### config.mk
export PLATFORM = sky130hd
export DESIGN_NAME = bht_update_ctrl
export DESIGN_NICKNAME = d
export VERILOG_FILES = /design/src/rtl/bht_update_ctrl.sv
export SDC_FILE = /design/constraint.sdc
export NUM_CORES = 1
export LEC_CHECK = 0
export ABC_CLOCK_PERIOD_IN_PS = 2200
export CAP_MARGIN = 10
export CORE_MARGIN = 3
export CORE_UTILIZATION = 44
export DETAILED_ROUTE_END_ITERATION = 8
export GPL_TIMING_DRIVEN = 0
export HOLD_SLACK_MARGIN = 0.02
export PLACE_DENSITY = 0.76
export SKIP_CTS_REPAIR_TIMING = 1
export SYNTH_ARGS = -nofsm -noshare
export SYNTH_HDL_FRONTEND = slang
export SYNTH_SLANG_ARGS = --single-unit
### constraint.sdc
create_clock -name clk -period 2.2 [get_ports clk]
set_clock_uncertainty 0.05 [all_clocks]
set_input_delay 0.66 -clock clk [delete_from_list [all_inputs] [get_ports clk]]
set_output_delay 0.66 -clock clk [all_outputs]
set_load 0.03 [all_outputs]
### src/rtl/bht_update_ctrl.sv
// Write-port sequencer for the branch history table: reset/clear sweep plus a FIFO of
// resolved-branch updates, each retired as a 2-bit counter RMW. Option: BHT_UPD_BYPASS_EN.
module bht_update_ctrl #(
    parameter int unsigned INDEX_WIDTH = 6,
    parameter int unsigned QUEUE_DEPTH = 4
) (
    input  logic                           clk,
    input  logic                           rst,
    input  logic                           clear_req,
    input  logic                           upd_valid,
    output logic                           upd_ready,
    input  logic [31:0]                    upd_pc,
    input  logic                           upd_taken,
    output logic [INDEX_WIDTH-1:0]         tbl_rd_index,
    input  logic [1:0]                     tbl_rd_state,
    output logic                           tbl_wr_en,
    output logic [INDEX_WIDTH-1:0]         tbl_wr_index,
    output logic [1:0]                     tbl_wr_state,
    output logic                           init_busy,
    output logic [$clog2(QUEUE_DEPTH):0]   q_count
);

    localparam int unsigned PtrW = $clog2(QUEUE_DEPTH);
    localparam int unsigned CntW = PtrW + 1;
    localparam logic [INDEX_WIDTH-1:0] LastIdx = {INDEX_WIDTH{1'b1}};
    localparam logic [1:0] Wnt = 2'b01;

    typedef enum logic {StInit, StRun} state_e;

    state_e                 state_q;
    logic [INDEX_WIDTH-1:0] sweep_q;
    logic [INDEX_WIDTH-1:0] idx_q   [QUEUE_DEPTH];
    logic                   taken_q [QUEUE_DEPTH];
    logic [PtrW-1:0]        wr_ptr_q, rd_ptr_q;
    logic [CntW-1:0]        count_q, count_d;
    logic [INDEX_WIDTH-1:0] last_rd_q;

    logic                   run, empty, full, push, pop, byp;
    logic [INDEX_WIDTH-1:0] upd_idx, head_idx;
    logic                   head_taken;
    logic                   unused_pc;

    assign unused_pc = ^{upd_pc[31:2+INDEX_WIDTH], upd_pc[1:0]};

    function automatic logic [1:0] sat_update(input logic [1:0] s, input logic t);
        logic [1:0] r;
        r = s;
        if (t && s != 2'b11) r = s + 2'd1;
        else if (!t && s != 2'b00) r = s - 2'd1;
        return r;
    endfunction

    assign run        = (state_q == StRun) && !rst;
    assign empty      = (count_q == '0);
    assign full       = (count_q == CntW'(QUEUE_DEPTH));
    assign upd_idx    = upd_pc[2 +: INDEX_WIDTH];
    assign head_idx   = idx_q[rd_ptr_q];
    assign head_taken = taken_q[rd_ptr_q];

`ifdef BHT_UPD_BYPASS_EN
    assign byp = run && empty && upd_valid && !clear_req;
`else
    assign byp = 1'b0;
`endif

    // A clear in the same cycle drops both the incoming push and the pending retire.
    assign pop       = run && !empty && !clear_req;
    assign push      = run && upd_valid && !full && !clear_req && !byp;
    assign upd_ready = run && !full;
    assign init_busy = rst || (state_q == StInit);
    assign q_count   = count_q;

    always_comb begin
        count_d = count_q;
        if (push && !pop) count_d = count_q + CntW'(1);
        else if (pop && !push) count_d = count_q - CntW'(1);
    end

    always_comb begin
        tbl_rd_index = last_rd_q;
        if (run && !empty) tbl_rd_index = head_idx;
        else if (byp) tbl_rd_index = upd_idx;

        tbl_wr_en    = 1'b0;
        tbl_wr_index = tbl_rd_index;
        tbl_wr_state = Wnt;
        if (!rst && state_q == StInit) begin
            tbl_wr_en    = 1'b1;
            tbl_wr_index = sweep_q;
        end else if (pop) begin
            tbl_wr_en    = 1'b1;
            tbl_wr_index = head_idx;
            tbl_wr_state = sat_update(tbl_rd_state, head_taken);
        end else if (byp) begin
            tbl_wr_en    = 1'b1;
            tbl_wr_index = upd_idx;
            tbl_wr_state = sat_update(tbl_rd_state, upd_taken);
        end
    end

    always_ff @(posedge clk) begin
        if (push) begin
            idx_q[wr_ptr_q]   <= upd_idx;
            taken_q[wr_ptr_q] <= upd_taken;
        end
    end

    always_ff @(posedge clk) begin
        if (rst) begin
            state_q   <= StInit;
            sweep_q   <= '0;
            wr_ptr_q  <= '0;
            rd_ptr_q  <= '0;
            count_q   <= '0;
            last_rd_q <= '0;
        end else begin
            last_rd_q <= tbl_rd_index;
            unique case (state_q)
                StInit: begin
                    if (clear_req) begin
                        sweep_q <= '0;
                    end else if (sweep_q == LastIdx) begin
                        sweep_q <= '0;
                        state_q <= StRun;
                    end else begin
                        sweep_q <= sweep_q + 1'b1;
                    end
                end
                StRun: begin
                    if (clear_req) begin
                        state_q  <= StInit;
                        sweep_q  <= '0;
                        wr_ptr_q <= '0;
                        rd_ptr_q <= '0;
                        count_q  <= '0;
                    end else begin
                        if (push) wr_ptr_q <= wr_ptr_q + 1'b1;
                        if (pop) rd_ptr_q <= rd_ptr_q + 1'b1;
                        count_q <= count_d;
                    end
                end
                default: state_q <= StInit;
            endcase
        end
    end

endmodule

---- Word level (Yosys, flattened, before mapping) ----
Memory sizes are Yosys's and may differ from the RTL's. A register that Yosys moved wholly into a read port is not among the register bits.
Index checks and enable logic that the tools add are counted.
cells by class
  add/subtract/negate cells ............... 7
  eq/ne operators ......................... 4
  mux-type cells .......................... 30
  bitwise gates (word level) .............. 1
  reduce and logical (&&, ||, !) cells .... 28
operators with widths
  cell                 number
  $mux 6               6
  $mux 2               12
  $logic_and 1x1->1    12
  $pmux 6 s2           1
  $mux 3               3
  $logic_not 1->1      7
  $mux 1               7
  $add 2x1->2 const B  3
  $add 6x1->6 const B  1
  $eq 6x6->1 const B   1
  $reduce_and 2->1     3
  $reduce_bool 2->1    3
  $ne 2x2->1 const B   2
  $add 3x1->3 const B  1
  $eq 3x3->1 const B   1
  $logic_not 3->1      1
  $reduce_bool 3->1    1
  $sub 3x1->3 const B  1
  $pmux 1 s2           1
  $sub 2x1->2 const B  1
  $logic_or 1x1->1     1
  $not 1->1            1
storage, ports and cells
  bits in registers ....................... 20
  RAM bits ................................ 28
  input port bits ......................... 39
  output and inout bits ................... 20
  logic and storage cells ................. 78
  memories kept ........................... 2
memories
  memory   depth  bits a word  read ports  clocked after Yosys merged registers in  wr ports  line  source
  idx_q    4      6            1           1                                        1         32    logic [INDEX_WIDTH-1:0] idx_q [QUEUE_DEPTH];
  taken_q  4      1            1           1                                        1         33    logic taken_q [QUEUE_DEPTH];

---- Logic depth before layout (Yosys ltp) ----
Gate-level depths: netlist (run 1).
  depth in word-level cells ............... 10
  depth in mapped cells ................... 8
  gate-level depth less buffers ........... 7

---- Least setup slack after synthesis (run 1) ----
Ideal clock, no wire load.
  path type ............................... input port to output port
  start ................................... input port rst
  end ..................................... output port tbl_wr_index[0]
  arrival time ............................ 1.856 ns
  required time ........................... 1.490 ns
  path slack .............................. -0.366 ns
  stages on the path ...................... 4
  path buffers ............................ 2
  cell sequence ........................... clkbuf_1 -> or2_2 -> clkbuf_1 -> a21oi_1
on the way
  longest elaborated chain between the ends .. 6
  elaborated cells between the ends (all ways) .. 8
  those cells by class .................... 3 x mux; 5 x reduce/logical
RTL lines
  element                                      line    source
  start, declared                              8       input logic rst,
  $logic_not 1->1 (*)                          53, 87
  $logic_and 1x1->1                            53      assign run = (state_q == StRun) && !rst;
  $logic_and 1x1->1                            67, 81
  $mux 6 or $logic_and 1x1->1 (tied branches)  81, 67
  $mux 6                                       90      end else if (pop) begin
  $mux 6 (*)                                   87      if (!rst && state_q == StInit) begin
  end, declared                                17      output logic [INDEX_WIDTH-1:0] tbl_wr_index,
Mark *: on every way between the ends. The rest lies on a longest branch, timed or not.

==> results_dict.tcl, run 1 <==
set metrics [dict create \
    status "finished with violations" \
    violations "setup timing" \
    maxCapViolations 0 \
    synth_top_cell_by_area "edfxtp_1" \
    cts_sinks 50 \
    vias_per_cell 5.30 \
    p_total_mw 1.64 \
    cts_tree "done" \
    worstMarginPinSlew_ns 0.510 \
    die_h_um 77.7 \
    initial_core_util 0.467 \
    finalHoldViolCount 0 \
    portBuffers 30 \
    cpPeakStageDelay_ns 0.57 \
    critPathLaunchType "flop" \
    finalCritPeriodShare 1.26 \
    final_cells 311 \
    finalMaxSlewViolations 0 \
    synth_most_common_cell "edfxtp_1" \
    synthArstFlopShare 0 \
    final_area_um2 3230 \
    overflow 0 \
    synthesis.nets 240 \
    syn_to_final_growth_pct 42.7 \
    gp_congestion 0.789 \
    cts_max_level 2 \
    drive_gt1_frac 0.373 \
    path_delay_family "multiplexers" \
    core.rowCount 25 \
    rsz0062_at_grt "yes" \
    multi_input_area_um2 1200 \
    yosys_warnings 0 \
    cp_common_cell "buf_6" \
    ctsLongestPathBuffers 2 \
    worstPathCellList "buf_6 -> mux4_2 -> or3_1 -> o211ai_1 -> and2b_2 -> buf_6" \
    seqCellArea_um2 1290 \
    min_period_ns 2.78 \
    grt_pass1_wl_mm 7.39 \
    fillers 350 \
    dp_cells 290 \
    cp_data_arrival_time_ns 2.07 \
    io_pins 59 \
    num_antenna_cells 0 \
    setup_viol 15 \
    avgSynthCellArea_um2 11.7 \
    synth_cell_type_count 38 \
    synth_edf_count 28 \
    required_ns 1.49 \
    antenna_left 0 \
    clk_latency_ns 0.31 \
    grt_max_degree 17 \
    numCtsBuffers 5 \
    dp_hpwl_mm 3.35 \
    synth_ff_type "edfxtp_1" \
    drtIter0Drc 54 \
    post_dp_cell_area_um2 2920 \
    synthCells 193 \
    pwr_density_cell_nw_per_um2 508 \
    route.detailed.drc 0 \
    crit_path_end_kind "output port" \
    synth.area.top_cells "edfxtp_1 (37%), dfxtp_1 (19%), mux4_1 (7.0%), nor2_1 (4.1%), mux2i_1 (4.0%)" \
    core_area_um2 4850 \
    routed_wl_mm 4.99 \
    ys_seq_elements 50 \
    leakage_nw 1.21 \
    netlist_area_um2 2260 \
    num_vias 1648 \
    antenna_found_initial 0 \
    die_area_um2 6040 \
    crit_type "reg -> out" \
    grt_pass1_vias 1503 \
    nNetsFinal 290 \
    crit_fanout 7 \
    synth_top_area_share 0.371 \
    firstDrtPassIters 4 \
    die_w_um 77.7 \
    relSlewSlack 0.660 \
    synth-seq-area-share 0.566 \
    cp_num_buf_inv 2 \
    hp-class "reg -> reg" \
    timing.fmax_mhz 359 \
    ir_drop_uv 427 \
    grt_usage 0.160 \
    critical_path.slowest_cell "mux4_2" \
    cts-root-buf "clkbuf_8" \
    layout_setup_ws_ns -0.582 \
    path_clk_slew_ns 0.10 \
    routedWlPerCell_um 16.1 \
    synth_common_cells "edfxtp_1 (28), nor2_1 (25), dfxtp_1 (22), a21oi_1 (16), inv_1 (14)" \
]
[cells in the final DEF, fill, tap and decap left out, types with 6 or more instances in the layout]
| cell | synthesis | layout |
|---|---|---|
| a21oi_1 | 16 | 9 |
| a21oi_4 | 0 | 7 |
| buf_4 | 0 | 11 |
| buf_6 | 1 | 14 |
| clkdlybuf4s50_1 | 0 | 9 |
| dfxtp_1 | 22 | 17 |
| edfxtp_1 | 28 | 28 |
| ha_1 | 7 | 6 |
| inv_2 | 0 | 8 |
| mux2i_4 | 0 | 7 |
| mux4_1 | 6 | 6 |
| nand2_1 | 9 | 8 |
| nor2_1 | 25 | 23 |
[metrics by stage]
stage	setup WS, ns	utilization	setup TNS (ns)	hold slack (ns)
floorplan	-0.121	-	-1.26	0.406
global placement	-1.25	0.603	-23.61	0.430
detailed placement	-1.27	0.603	-24.62	0.432
CTS	-1.27	0.621	-17.90	0.448
global route	-0.663	0.666	-7.48	0.473
finish	-0.582	0.666	-6.20	0.448
[routing by layer]
layer	up-vias	track usage	routed length, um	part of all wire
met1	795	0.198	2020	0.40
li1	795	-	-	-
met2	53	0.268	2680	0.54
met4	0	0.0641	72	0.014
met3	5	0.0406	225	0.045
met5	-	0	0	0
[cell type report]
| class | instances | share of cell area |
|---|---|---|
| buffer | 8 | 0.0267 |
| tap | 67 | 0.0259 |
| sequential | 50 | 0.400 |
| multi-input combinational | 120 | 0.371 |
| inverter | 14 | 0.0170 |
| timing repair buffer | 44 | 0.132 |
| clock inverter | 3 | 0.00620 |
| clock buffer | 5 | 0.0213 |
[worst reg2reg max path, cell delays in order (launching register included)]
cell      delay (ns)
dfxtp_4         0.37
or3_4           0.39
buf_8           0.15
buf_6           0.11
nor4_4          0.15
fa_2            0.27
nor4b_4         0.19
o21ai_1         0.08
a221oi_1        0.25
[kinds of logic after synthesis]
group | count (synthesis) | share of synthesized area
XOR/XNOR | 2 | 0.00774
AND/OR/NAND/NOR | 66 | 0.148
flip-flops | 50 | 0.566
AO/OA/AOI/OAI | 28 | 0.0702
multiplexers | 16 | 0.119
buffers and inverters | 23 | 0.0420
adder cells (fa/ha/maj) | 8 | 0.0475
[power breakdown]
part	leakage [nW]	switching, mW	internal, mW
Sequential	0.432	0.00199	0.983
Combinational	0.733	0.0678	0.0581
Clock	0.0422	0.307	0.224
[sequential cells by signal, summed over array words and instances, names as in the netlist, named ones only]
register and flops:
taken_q 4, rd_ptr_q 2, q_count 3, idx_q 24
wr_ptr_q 2, state_q 1, last_rd_q 6, sweep_q 6
[worst paths after layout]
kind,startpoint,endpoint,slack (ns),cells after the start
setup / recovery,flop,tbl_wr_state[1],-0.58,6
hold / removal,rd_ptr_q[1],rd_ptr_q[1],0.45,2
setup reg to reg,q_count[0],q_count[2],0.09,8
hold reg to reg,rd_ptr_q[1],rd_ptr_q[1],0.45,2
Note: power is estimated with default switching activity, not from simulation.
==> run 2: changes to the inputs <==
--- a/config.mk
+++ b/config.mk
@@ -5,14 +5,14 @@
 export SDC_FILE = /design/constraint.sdc
 export NUM_CORES = 1
 export LEC_CHECK = 0
-export ABC_CLOCK_PERIOD_IN_PS = 2200
+export ABC_CLOCK_PERIOD_IN_PS = 3300
 export CAP_MARGIN = 10
 export CORE_MARGIN = 3
-export CORE_UTILIZATION = 44
+export CORE_UTILIZATION = 52
 export DETAILED_ROUTE_END_ITERATION = 8
 export GPL_TIMING_DRIVEN = 0
 export HOLD_SLACK_MARGIN = 0.02
-export PLACE_DENSITY = 0.76
+export PLACE_DENSITY = 0.85
 export SKIP_CTS_REPAIR_TIMING = 1
 export SYNTH_ARGS = -nofsm -noshare
 export SYNTH_HDL_FRONTEND = slang
==> constraint.sdc (replaced) <==
create_clock -name clk -period 3.3 [get_ports clk]
set_clock_uncertainty 0.05 [all_clocks]
set_input_delay 0.99 -clock clk [delete_from_list [all_inputs] [get_ports clk]]
set_output_delay 0.99 -clock clk [all_outputs]
set_load 0.03 [all_outputs]
==> run 2 against run 1 <==
Net effect: the flow now finishes without violations; flip-flop and latch count unchanged; sequential share of layout area up 5.8 points; global-route usage up 2.1 points; clock power down 29%; highest routed layer unchanged; first-iteration DRC count rose to 3.3 times the previous value; sequential power down 33%; non-clock buffer count down 13; utilization up 1.8 points; critical path depth unchanged; critical path type is now in -> out; largest power group unchanged; critical endpoint is now tbl_wr_index[3]; final area down 13%.
==> results_dict.tcl, run 2 (synthesis gave the netlist of run 1 again) <==
set metrics [dict create \
    firstDrtPassIters 4 \
    layout_commonest_cell "edfxtp_1" \
    crit_fanout 8 \
    maxCapViolations 0 \
    largest_register "idx_q" \
    cts-root-buf "clkbuf_8" \
    dp_hpwl_mm 3.08 \
    ctsLongestPathBuffers 2 \
    route.detailed.drc 0 \
    crit_type "in -> out" \
    final_cells 281 \
    min_period_ns 3.26 \
    num_antenna_cells 0 \
    relSlewSlack 0.674 \
    die_w_um 72.0 \
    cp_data_arrival_time_ns 2.22 \
    critPathLaunch "rst" \
    endpoint "tbl_wr_index[3]" \
    numCtsBuffers 5 \
    cp_num_buf_inv 2 \
    grt_pass1_wl_mm 7.11 \
    crit_path_end_kind "output port" \
    cts_tree "done" \
    critPathLaunchType "input pin" \
    die_h_um 72.0 \
    finalMaxSlewViolations 0 \
    hp-class "reg -> reg" \
    critical_path_depth 6 \
    largest_reg_flops 24 \
    die_area_um2 5180 \
    worstHoldStart "sweep_q[3]" \
    leakage_nw 1.22 \
    finalHoldViolCount 0 \
    cts_max_level 2 \
    routed_wl_mm 4.37 \
    io_pins 59 \
    nNetsFinal 277 \
    status "finished, final reports clean" \
    final_util 0.685 \
    antenna_left 0 \
    dp_cells 273 \
    pwr_density_cell_nw_per_um2 392 \
    core.rowCount 23 \
    critical_path.slowest_cell "dlymetal6s2s_1" \
    overflow 0 \
    fillers 298 \
    layout_common_cells "edfxtp_1 (28), nor2_1 (24), dfxtp_1 (22)" \
    required_ns 2.26 \
    worstMarginPinSlew_ns 0.485 \
    initial_core_util 0.554 \
    r2r_setup_slack_ns 0.97 \
    antenna_found_initial 0 \
    grt_max_degree 19 \
    syn_to_final_growth_pct 23.5 \
    vias_per_cell 5.53 \
    routedWlPerCell_um 15.6 \
    finalCritPeriodShare 0.988 \
    cts_sinks 50 \
    clk_latency_ns 0.30 \
    portBuffers 30 \
    path_delay_family "buffers and inverters" \
    reg2reg_depth 7 \
    core_area_um2 4090 \
    num_vias 1553 \
    cpPeakStageDelay_ns 0.32 \
    ir_drop_uv 347 \
    setup_viol 0 \
    grt_usage 0.181 \
    rr_endpoint "q_count[2]" \
    min_delay_path_depth 1 \
    drive_gt1_frac 0.143 \
    timing.fmax_mhz 307 \
    rr_startpoint "q_count[0]" \
    gp_congestion 0.844 \
    top_regs "idx_q (24), last_rd_q (6), sweep_q (6)" \
    grt_pass1_vias 1555 \
    path_clk_slew_ns 0.10 \
    drtIter0Drc 178 \
    worstPathCellList "clkbuf_2 -> nor2b_2 -> nand2_4 -> mux2i_2 -> a21oi_1 -> dlymetal6s2s_1" \
]
==> run 2: per-stage QoR <==
stage / hold slack (ns) / power [mW] / instance area (um^2) / TNS, ns / setup slack [ns]
3_3_place_gp: 0.428 / 0.732 / 2630 / -5.93 / -0.826
4_1_cts: 0.451 / 1.10 / 2730 / -6.56 / -0.854
5_1_grt: 0.497 / 1.13 / 2800 / -0.0281 / -0.0281
2_1_floorplan: 0.406 / 0.703 / 2260 / 0 / 0.0736
3_5_place_dp: 0.428 / 0.734 / 2630 / -6.53 / -0.851
6_report: 0.452 / 1.10 / 2800 / 0 / 0.0399
==> run 2: area by class of cell <==
cell class,instances,area (um^2),area share
Buffer,9,46.3,0.0165
Tap cell,50,62.6,0.0224
Timing Repair Buffer,30,307,0.110
Clock buffer,5,68.8,0.0246
Sequential cell,50,1280,0.458
Clock inverter,3,28.8,0.0103
Multi-Input combinational cell,120,951,0.340
Inverter,14,52.6,0.0188
==> run 2: per-layer routing <==
metal,up-vias,track usage,share of wire
met3,4,0.0457,0.043
met2,27,0.311,0.51
met4,0,0.0585,0.0091
met5,-,0,0
met1,756,0.225,0.43
li1,766,-,-
==> run 2: power breakdown <==
part	switching [mW]	internal, mW	leakage [nW]
Sequential	0.00139	0.657	0.429
Clock	0.220	0.157	0.0502
Combinational	0.0345	0.0257	0.740
==> run 2: worst register-to-register path, stage by stage, from the launching register on <==
cell and delay, ns:
dfxtp_1 0.39, or3_1 0.38, buf_2 0.17, nor4_1 0.37, fa_1 0.29, nor4b_1 0.23
o21ai_0 0.13, a221oi_1 0.24
==> run 2: worst min-delay path by stage <==
stage,slack (ns),to
floorplan,0.41,sweep_q[3]
global placement,0.43,rd_ptr_q[1]
detailed placement,0.43,sweep_q[3]
CTS,0.45,sweep_q[3]
global route,0.50,sweep_q[3]
finish,0.45,sweep_q[3]
==> run 3: changes to the inputs <==
--- a/config.mk
+++ b/config.mk
@@ -6,13 +6,14 @@
 export NUM_CORES = 1
 export LEC_CHECK = 0
 export ABC_CLOCK_PERIOD_IN_PS = 3300
-export CAP_MARGIN = 10
+export CAP_MARGIN = 15
 export CORE_MARGIN = 3
 export CORE_UTILIZATION = 52
 export DETAILED_ROUTE_END_ITERATION = 8
 export GPL_TIMING_DRIVEN = 0
 export HOLD_SLACK_MARGIN = 0.02
 export PLACE_DENSITY = 0.85
+export SETUP_SLACK_MARGIN = 0.4
 export SKIP_CTS_REPAIR_TIMING = 1
 export SYNTH_ARGS = -nofsm -noshare
 export SYNTH_HDL_FRONTEND = slang
==> run 3 against run 2 <==
Net effect: hold slack hardly changed; die area unchanged; final cell count grew 5.7%; worst setup slack better by 0.12 ns; non-clock buffer count up 16; utilization increased by 8.0 points; final area grew 12%; routed wire length increased by 14%; critical path depth is 1 higher; critical path type unchanged; largest power group unchanged; highest routed layer unchanged.
==> results_dict.tcl, run 3 (synthesis gave the netlist of run 1 again) <==
set metrics [dict create \
    intPower_mw 0.871 \
    finalCritPeriodShare 0.951 \
    timing.fmax_mhz 319 \
    maxCapViolations 0 \
    rsz0062_at_grt "yes" \
    r2r_setup_slack_ns 0.92 \
    vias_per_cell 5.62 \
    finalMaxSlewViolations 0 \
    reg2reg_depth 8 \
    min_delay_path_depth 2 \
    finalHoldViolCount 0 \
    rr_startpoint "state_q" \
    ir_drop_uv 367 \
    numCtsBuffers 5 \
    status "finished, final reports clean" \
    initial_core_util 0.554 \
    hp-class "reg -> reg" \
    routedWlPerCell_um 16.8 \
    layout_common_cells "edfxtp_1 (28), nor2_1 (22), dfxtp_1 (19)" \
    die_area_um2 5180 \
    antenna_found_initial 0 \
    route.detailed.drc 0 \
    fillers 257 \
    clk_latency_ns 0.31 \
    num_antenna_cells 0 \
    overflow 0 \
    combPwrFrac 0.079 \
    core_area_um2 4090 \
    ctsLongestPathBuffers 2 \
    rr_endpoint "q_count[2]" \
    p_total_mw 1.13 \
    pwr_density_cell_nw_per_um2 362 \
    crit_type "in -> out" \
    die_h_um 72.0 \
    cts-root-buf "clkbuf_8" \
    p_seq_frac 0.580 \
    required_ns 2.26 \
    largest_register "idx_q" \
    io_pins 59 \
    crit_path_end_kind "output port" \
    final_cells 297 \
    grt_usage 0.177 \
    core.rowCount 23 \
    num_vias 1668 \
    drive_gt1_frac 0.368 \
    critPathLaunchType "input pin" \
    nNetsFinal 293 \
    leakage_nw 1.13 \
    relSlewSlack 0.660 \
    path_clk_slew_ns 0.08 \
    crit_fanout 3 \
    setup_viol 0 \
    clkPwrFrac 0.341 \
    dp_cells 273 \
    syn_to_final_growth_pct 38.0 \
    worstHoldStart "q_count[0]" \
    p_sw_frac 0.230 \
    routed_wl_mm 5.00 \
    gp_congestion 0.796 \
    grt_max_degree 17 \
    grt_pass1_wl_mm 6.92 \
    cts_sinks 50 \
    dp_hpwl_mm 3.18 \
    drtIter0Drc 107 \
    portBuffers 30 \
    worst_hold_path.endpoint "q_count[0]" \
    die_w_um 72.0 \
    top_regs "idx_q (24), last_rd_q (6), sweep_q (6)" \
    min_period_ns 3.14 \
    worstMarginPinSlew_ns 0.509 \
    grt_pass1_vias 1472 \
    p_switching_mw 0.260 \
    largest_reg_flops 24 \
    cts_tree "done" \
    antenna_left 0 \
    cts_max_level 2 \
    layout_commonest_cell "edfxtp_1" \
    cp_data_arrival_time_ns 2.10 \
    hold_slack_ns 0.452 \
    critPathLaunch "tbl_rd_state[0]" \
    firstDrtPassIters 4 \
]
[run 3: cell count changes in the layout (fill, tap and decap cells not counted), sizes merged]
| cell | previous run | this run |
|---|---|---|
| clkdlybuf4s50 | 12 | 11 |
| dlymetal6s2s | 12 | 1 |
| clkinv | 2 | 0 |
| buf | 3 | 36 |
| clkbuf | 17 | 13 |
| clkinvlp | 0 | 1 |
[run 3: layout make-up]
cell class	count	area, um^2	area share
clock inverters	2	16.3	0.00521
inverters	14	67.6	0.0216
plain buffers	9	88.8	0.0284
clock buffers	6	82.6	0.0264
well taps	50	62.6	0.0200
multi-input cells	120	1080	0.347
repair buffers	46	432	0.138
flip-flops and latches	50	1290	0.413
[run 3: worst max-delay path, cell delays in order]
cell	delay [ns]
buf_4	0.13
inv_4	0.06
ha_4	0.19
or3_1	0.35
o211ai_1	0.09
and2b_2	0.17
buf_6	0.12
[run 3: per-stage QoR]
step	utilization	instance area, um^2	setup slack, ns	TNS (ns)
after global routing	0.765	3120	0.132	0
after floorplan	-	2440	0.364	0
after detailed placement	0.687	2810	-0.949	-4.03
final	0.765	3120	0.162	0
after CTS	0.711	2910	-0.949	-4.10
after global placement	0.687	2810	-0.905	-3.82
[run 3: power by group through the flow]
stage | sequential, mW | clock [mW] | combinational (mW)
4_1_cts | 0.658 | 0.385 | 0.0784
5_1_grt | 0.657 | 0.419 | 0.0945
6_report | 0.657 | 0.386 | 0.0894
3_3_place_gp | 0.673 | 0 | 0.0756
2_1_floorplan | 0.673 | 0 | 0.0451
3_5_place_dp | 0.673 | 0 | 0.0782
[run 3: worst max-delay path by stage]
| stage | depth (start not counted) | endpoint | slack [ns] |
|---|---|---|---|
| 4_1_cts | 7 | tbl_wr_state[1] | -0.95 |
| 3_5_place_dp | 7 | tbl_wr_state[1] | -0.95 |
| 5_1_grt | 7 | tbl_wr_state[1] | 0.13 |
| 2_1_floorplan | 5 | tbl_wr_state[1] | 0.36 |
| 3_3_place_gp | 7 | tbl_wr_state[1] | -0.91 |
| 6_report | 7 | tbl_wr_state[1] | 0.16 |
[run 3: routing by layer]
layer  share of wire  global-route usage  vias to the layer above
met4           0.021              0.0856                        0
li1                -                   -                      795
met2            0.50               0.271                       58
met3           0.060              0.0443                       11
met1            0.42               0.238                      804
met5               0                   0                        -
